===== config.mk =====
export PLATFORM = sky130hd
export DESIGN_NAME = softusb_rxseq
export DESIGN_NICKNAME = d
export VERILOG_FILES = /design/src/rtl/softusb_rxseq_defs.sv /design/src/rtl/softusb_rxseq_timer.sv /design/src/rtl/softusb_rxseq.sv
export SDC_FILE = /design/constraint.sdc
export NUM_CORES = 1
export LEC_CHECK = 0
export CAP_MARGIN = 20
export CORE_MARGIN = 2
export CORE_UTILIZATION = 35
export CTS_BUF_LIST = sky130_fd_sc_hd__clkbuf_8 sky130_fd_sc_hd__clkbuf_16
export CTS_CLUSTER_DIAMETER = 50
export DETAILED_ROUTE_END_ITERATION = 7
export HOLD_SLACK_MARGIN = 0.15
export SYNTH_ARGS = -nofsm -noshare
export SYNTH_HDL_FRONTEND = slang
export SYNTH_SLANG_ARGS = --single-unit
export TNS_END_PERCENT = 5

===== constraint.sdc =====
create_clock -name usb_clk -period 2.8 [get_ports usb_clk]
set_input_delay 0.42 -clock usb_clk [delete_from_list [all_inputs] [get_ports usb_clk]]
set_output_delay 0.42 -clock usb_clk [all_outputs]
set_load 0.1 [all_outputs]

===== src/rtl/softusb_rxseq_defs.sv =====
`default_nettype none
// ============================================================================
//  Module      : softusb_rxseq_defs
//  Description : Shared PID-class and completion-status codes for the USB
//                receive sequencer and its firmware-facing register blocks.
//  Revision    : 1.0  initial release
// ============================================================================
package softusb_rxseq_defs;

    typedef enum logic [2:0] {
        IDLE  = 3'd0,
        WAIT  = 3'd1,
        PID   = 3'd2,
        BODY  = 3'd3,
        DRAIN = 3'd4
    } rxseq_state_t;

    // Completion status codes; TIMEOUT and TOGGLE share one code by design
    localparam logic [2:0] c_st_hs_ok   = 3'd0;
    localparam logic [2:0] c_st_data_ok = 3'd1;
    localparam logic [2:0] c_st_timeout = 3'd2;
    localparam logic [2:0] c_st_toggle  = 3'd2;
    localparam logic [2:0] c_st_stuff   = 3'd3;
    localparam logic [2:0] c_st_piderr  = 3'd4;
    localparam logic [2:0] c_st_badpid  = 3'd5;
    localparam logic [2:0] c_st_crc     = 3'd6;
    localparam logic [2:0] c_st_babble  = 3'd7;

    localparam logic [1:0] c_pid_hs_class   = 2'b10;
    localparam logic [2:0] c_pid_data_class = 3'b011;

    function automatic logic pid_is_handshake(input logic [3:0] pid);
        return pid[1:0] == c_pid_hs_class;
    endfunction

    function automatic logic pid_is_data(input logic [3:0] pid);
        return pid[2:0] == c_pid_data_class;
    endfunction

endpackage
`default_nettype wire


===== src/rtl/softusb_rxseq_timer.sv =====
`default_nettype none
// ============================================================================
//  Module      : softusb_rxseq_timer
//  Description : 10-bit response timer; limit captured on load, expire is
//                flagged during the last counted cycle.
//  Revision    : 1.0  initial release
// ============================================================================
module softusb_rxseq_timer (
    input  logic       usb_clk,
    input  logic       usb_rst,
    input  logic       i_load,
    input  logic [9:0] i_limit,
    input  logic       i_en,
    output logic       o_expire
);

    logic [9:0] r_count;
    logic [9:0] r_limit;

    always_ff @(posedge usb_clk) begin
        if (usb_rst) begin
            r_count <= 10'd0;
            r_limit <= 10'd0;
        end else if (i_load) begin
            r_count <= 10'd0;
            r_limit <= i_limit;
        end else if (i_en && !o_expire) begin
            r_count <= r_count + 10'd1;
        end
    end

    assign o_expire = i_en && (r_count == (r_limit - 10'd1));

endmodule
`default_nettype wire


===== src/rtl/softusb_rxseq.sv =====
`default_nettype none
// ============================================================================
//  Module      : softusb_rxseq
//  Description : USB receive sequencer: waits for a response packet, stores
//                its body into the packet buffer and reports a status code.
//  Revision    : 1.0  initial release
// ============================================================================
module softusb_rxseq #(
    parameter int MAXLEN = 64,
    parameter int TO_FS  = 72,
    parameter int TO_LS  = 576
) (
    input  logic       usb_clk,
    input  logic       usb_rst,
    input  logic       arm,
    input  logic       expect_data,
    input  logic       exp_toggle,
    input  logic       low_speed,
    input  logic [7:0] rx_data,
    input  logic       rx_valid,
    input  logic       rx_active,
    input  logic       rx_sync,
    input  logic       rx_eop,
    input  logic       rx_error,
    input  logic       rx_pid_error,
    input  logic       rx_crc_error,
    output logic       rxreset,
    output logic       buf_we,
    output logic [6:0] buf_addr,
    output logic [7:0] buf_wdata,
    output logic       busy,
    output logic       done,
    output logic [2:0] status,
    output logic [7:0] rx_len,
    output logic [3:0] pid_out
);
    import softusb_rxseq_defs::*;

    // Body capacity counts the two CRC bytes on top of the payload
    localparam logic [7:0] c_cap   = 8'(MAXLEN + 2);
    localparam logic [9:0] c_to_fs = 10'(TO_FS);
    localparam logic [9:0] c_to_ls = 10'(TO_LS);

    rxseq_state_t r_state;
    rxseq_state_t w_state_next;

    logic       r_expect_data;
    logic       r_exp_toggle;
    logic [7:0] r_count;
    logic       r_overflow;
    logic       r_rx_active_q;
    logic       r_buf_we;
    logic [6:0] r_buf_addr;
    logic [7:0] r_buf_wdata;
    logic       r_done;
    logic [2:0] r_status;
    logic [7:0] r_rx_len;
    logic [3:0] r_pid;

    logic       w_expire;
    logic       w_accept_arm;
    logic       w_pid_latch;
    logic       w_write;
    logic       w_overrun;
    logic       w_finish;
    logic [2:0] w_status;
    logic [7:0] w_len;
    logic       w_class_bad;
    logic [2:0] w_eop_status;

    softusb_rxseq_timer u_timer (
        .usb_clk  (usb_clk),
        .usb_rst  (usb_rst),
        .i_load   (w_accept_arm),
        .i_limit  (low_speed ? c_to_ls : c_to_fs),
        .i_en     (r_state == WAIT),
        .o_expire (w_expire)
    );

    // Once the class check passes, "data packet" is simply expect_data
    always_comb begin
        w_class_bad = r_expect_data ? !pid_is_data(r_pid) : !pid_is_handshake(r_pid);
        if (rx_error)
            w_eop_status = c_st_stuff;
        else if (rx_pid_error || (r_state == PID))
            w_eop_status = c_st_piderr;
        else if (w_class_bad)
            w_eop_status = c_st_badpid;
        else if (r_overflow || (!r_expect_data && (r_count != 8'd0)))
            w_eop_status = c_st_babble;
        else if (rx_crc_error || (r_expect_data && (r_count < 8'd2)))
            w_eop_status = c_st_crc;
        else if (r_expect_data && (r_pid[3] != r_exp_toggle))
            w_eop_status = c_st_toggle;
        else if (r_expect_data)
            w_eop_status = c_st_data_ok;
        else
            w_eop_status = c_st_hs_ok;
    end

    always_ff @(posedge usb_clk) begin
        if (usb_rst)
            r_state <= IDLE;
        else
            r_state <= w_state_next;
    end

    always_comb begin
        w_state_next = r_state;
        w_accept_arm = 1'b0;
        w_pid_latch  = 1'b0;
        w_write      = 1'b0;
        w_overrun    = 1'b0;
        w_finish     = 1'b0;
        w_status     = c_st_hs_ok;
        w_len        = 8'd0;
        case (r_state)
            IDLE: begin
                if (arm) begin
                    w_accept_arm = 1'b1;
                    w_state_next = WAIT;
                end
            end
            WAIT: begin
                if (rx_sync) begin
                    w_state_next = PID;
                end else if (w_expire) begin
                    w_finish     = 1'b1;
                    w_status     = c_st_timeout;
                    w_state_next = IDLE;
                end
            end
            PID, BODY: begin
                if (rx_eop) begin
                    w_finish     = 1'b1;
                    w_status     = w_eop_status;
                    if ((w_eop_status == c_st_data_ok) || (w_eop_status == c_st_toggle))
                        w_len = r_count - 8'd2;
                    w_state_next = IDLE;
                end else if (r_rx_active_q && !rx_active) begin
                    w_state_next = DRAIN;
                end else if (rx_valid) begin
                    if (r_state == PID) begin
                        w_pid_latch  = 1'b1;
                        w_state_next = BODY;
                    end else if (r_count == c_cap) begin
                        w_overrun = 1'b1;
                    end else begin
                        w_write = 1'b1;
                    end
                end
            end
            DRAIN: begin
                w_finish     = 1'b1;
                w_status     = c_st_stuff;
                w_state_next = IDLE;
            end
            default: w_state_next = IDLE;
        endcase
    end

    always_ff @(posedge usb_clk) begin
        if (usb_rst) begin
            r_expect_data <= 1'b0;
            r_exp_toggle  <= 1'b0;
            r_count       <= 8'd0;
            r_overflow    <= 1'b0;
            r_rx_active_q <= 1'b0;
            r_buf_we      <= 1'b0;
            r_buf_addr    <= 7'd0;
            r_buf_wdata   <= 8'd0;
            r_done        <= 1'b0;
            r_status      <= 3'd0;
            r_rx_len      <= 8'd0;
            r_pid         <= 4'd0;
        end else begin
            r_buf_we      <= w_write;
            r_done        <= w_finish;
            r_rx_active_q <= rx_active;
            if (w_accept_arm) begin
                r_expect_data <= expect_data;
                r_exp_toggle  <= exp_toggle;
                r_count       <= 8'd0;
                r_overflow    <= 1'b0;
                r_pid         <= 4'd0;
            end
            if (w_pid_latch)
                r_pid <= rx_data[3:0];
            if (w_write) begin
                r_buf_addr  <= r_count[6:0];
                r_buf_wdata <= rx_data;
                r_count     <= r_count + 8'd1;
            end
            if (w_overrun)
                r_overflow <= 1'b1;
            if (w_finish) begin
                r_status <= w_status;
                r_rx_len <= w_len;
            end
        end
    end

    assign rxreset   = (r_state == IDLE);
    assign busy      = (r_state != IDLE);
    assign buf_we    = r_buf_we;
    assign buf_addr  = r_buf_addr;
    assign buf_wdata = r_buf_wdata;
    assign done      = r_done;
    assign status    = r_status;
    assign rx_len    = r_rx_len;
    assign pid_out   = r_pid;

endmodule
`default_nettype wire


==> impl_results.md <==
* Largest stage delay, worst path at 0.63 ns
* Largest family of logic cells by synthesized area: simple AND/OR/NAND/NOR gates
* DRT Pass-1 Iters at 6
* Arrival @ worst endpoint at 2.56 ns
* 1st-iter DRT viols at ~130
* DR vias at 2,509
* Drt wl/cell at 13.3 um
* Clk_skew at 0.00626 ns
* Unrepaired setup endpoints after global routing: false
* Pin count of the biggest net entering global routing at 32
* Ratio of cells with drive above 1 in the final layout at 0.179
* EDFF count, synth at 0
* Clock latency on the worst-skew pair at 0.34 ns
* Dominant cells by area after synthesis: dfxtp_1, nand2_1, a21oi_1
* CP Launch Type: register
* Post-Synth Adder-Cell Area at 0.0311
* Post-synthesis cell area at 2820 um2
* Worst Tran Pin Value at 0.617 ns
* Slew Limit Fails at 0
* CP Data Required Time at 3.02 ns
* Row count at 32
* Clk pin slew, worst setup/hold paths at 0.07 ns
* Worst IR Drop VDD at 0.190 mV
* Final core utilization at 0.463
* Boundary Pins at 55
* Hold Slack at 0.456 ns
* Critical path fanouts, max at 10
* Run status: complete, no violations
* CP Cell Sequence: or4b_4 -> a2111oi_4 -> and4_4 -> nor3_2 -> o2bb2ai_1
* Global-route wire length before repair at ~11,000 um
* Worst path bufs/invs at 0
* Minimum clock period at 2.34 ns
* Resize count post-CTS at 0
* Vias per inst at 5.04
* Syn Area/Cell at 8.36 um2
* DIE HEIGHT at 93.7 um
* Port bufs at 54
* Slowest cell on the critical path: a2111oi_4
* Pwr per Cell Area at 527 nW/um2
* CTS H-tree lvls at 3
* Hold Path Class: reg -> reg
* Crit path kind: reg -> reg
* Core Area at between 7000 and 8000 um2
* Post-synth top cells: nand2_1, dfxtp_1, a21oi_1, nor2_1, nand3_1
* Total power at 1.89 mW
* Netlist cell types at 47
* Dpl cells at just under 500
* CTS sink cnt at 60
* Sequential area share after synthesis at 0.426
* Static Leak at 1.35 nW
* Mux contribution to synthesized area at 0.0142
* Yosys top cell area share at 0.426
* Async SR Flop Fraction at 0
* Post-Synthesis Cells at 337
* Post-CTS setup buffer count at 0
* Max Fclk at 0.428 GHz
* Most common cell in the netlist: nand2_1
* Area growth syn-to-layout at 27.6%
* Post-synthesis xor/xnor area fraction at 0.0529
* Number of global-route vias before repair at 2,369
* Filler cell count at 803
* Gr ovfl total at 0
* CTS tree: done
* Setup_tns at 0 ns
* Crit path capture type: register
* Final setup fails at 0
* Fin crit share at 0.834
* Antenna violations before repair at 0
* Synth Area in Compound Gates at 0.171
* Cell accounting for the most synthesized area: dfxtp_1
* Critical path's top delay family: simple AND/OR/NAND/NOR gates
* Die area at 8780 um2
* Max-Cap Viols at 0
* Number of antenna-violating nets in the routed design at 0
* Total wire length at 6640 um
* DRC at 0
* Starting Density at 0.363
* Nets at 419
* GRT Total Usage at 0.161
* Simple-gate share of the synthesized area at 0.261
* Count of final hold-check violations at 0
* HPWL after DPL at 4750 um
* Die width at roughly 94 um
* Yosys reg bits at 60
* Non-Filler Instances at 498
* Ant diodes at 0
* RePlAce Congestion at 0.775
* Worst slew margin at 0.578
* CTS max path bufs at 2
* Synth Flop Type: dfxtp_1
* CTS Buf Count at 9
* Syn_nets at roughly 370
* Yosys warning total at 0
* Post-CTS Hold Buffers at 0
* Root Driver: clkbuf_8
cells in the final DEF, fill, tap and decap left out, types with 3 or more instances in the layout:
cell type	synthesis	routed
nand3_1	14	14
nand2_1	61	61
mux2i_1	4	4
clkinv_2	0	4
inv_1	12	12
xor2_1	4	4
dfxtp_1	60	60
nand4_1	6	6
clkdlybuf4s50_1	0	20
a211oi_1	5	5
nor3b_1	5	5
xnor2_1	13	13
ha_1	7	7
o2bb2ai_1	8	8
nor2_1	24	24
a21oi_1	35	35
and3_1	3	3
buf_4	0	42
a311oi_1	4	4
nand2b_1	8	8
nor3_1	6	5
clkbuf_8	0	11
or2_2	4	4
a2111oi_0	3	3
flip-flops by register name, indices dropped and copies added (netlist names), 3 cells and up:
register / flops
u_timer.r_limit: 3
rx_len: 8
buf_addr: 7
status: 3
pid_out: 4
r_count: 8
r_state: 3
u_timer.r_count: 10
buf_wdata: 8
power by group:
| group | total [mW] | switching (mW) | internal (mW) |
|---|---|---|---|
| combinational | 0.216 | 0.136 | 0.0798 |
| sequential | 0.883 | 0.0158 | 0.867 |
| clock | 0.795 | 0.342 | 0.453 |
| total | 1.89 | 0.494 | 1.40 |
stage by stage:
stage	cell area, um2	setup WS, ns
CTS	3590	0.463
global route	3590	0.316
floorplan	2830	0.342
detailed placement	3390	0.424
global placement	3390	0.464
finish	3590	0.464
kinds of logic (layout without fill, tap and decap cells):
logic type	Yosys count	after routing
xor+xnor	17	17
simple gates	149	149
fa+ha+maj	7	7
mux	4	4
flops	60	60
buf+inv	31	90
compound gates	69	69
worst register-to-register path, delay by kind of cell, from the launching register on:
kind | cells | cell delay, ns
simple gates | 3 | 1.04
compound gates | 2 | 0.80
flops | 1 | 0.37
metal layers:
| layer | wire [um] | GRT usage | up-vias |
|---|---|---|---|
| met3 | 299 | 0.0329 | 9 |
| li1 | - | - | 1292 |
| met2 | 2970 | 0.257 | 51 |
| met1 | 3240 | 0.210 | 1157 |
| met5 | 0 | 0 | - |
| met4 | 125 | 0.0725 | 0 |
path summary, 6_finish.rpt:
kind,cells after the start,from,endpoint,slack [ns]
worst max-delay path,5,u_timer.r_count[3]$_SDFFE_PP0P_,rx_len[1]$_SDFFE_PP0P_,0.46
worst max register to register,5,u_timer.r_count[3]$_SDFFE_PP0P_,rx_len[1]$_SDFFE_PP0P_,0.46
worst min register to register,2,buf_addr[3]$_SDFFE_PP0P_,buf_addr[3]$_SDFFE_PP0P_,0.46
worst min-delay path,2,buf_addr[3]$_SDFFE_PP0P_,buf_addr[3]$_SDFFE_PP0P_,0.46
cell type report:
cell class	count	area, um2	share of cell area
sequential	60	1200	0.334
tap	102	128	0.0355
clock buffer	11	151	0.0421
clock inverter	5	50.0	0.0139
inverter	12	45.0	0.0125
multi-input combinational	246	1500	0.418
timing repair buffer	62	515	0.143
Power figures use the tool's default switching activity.
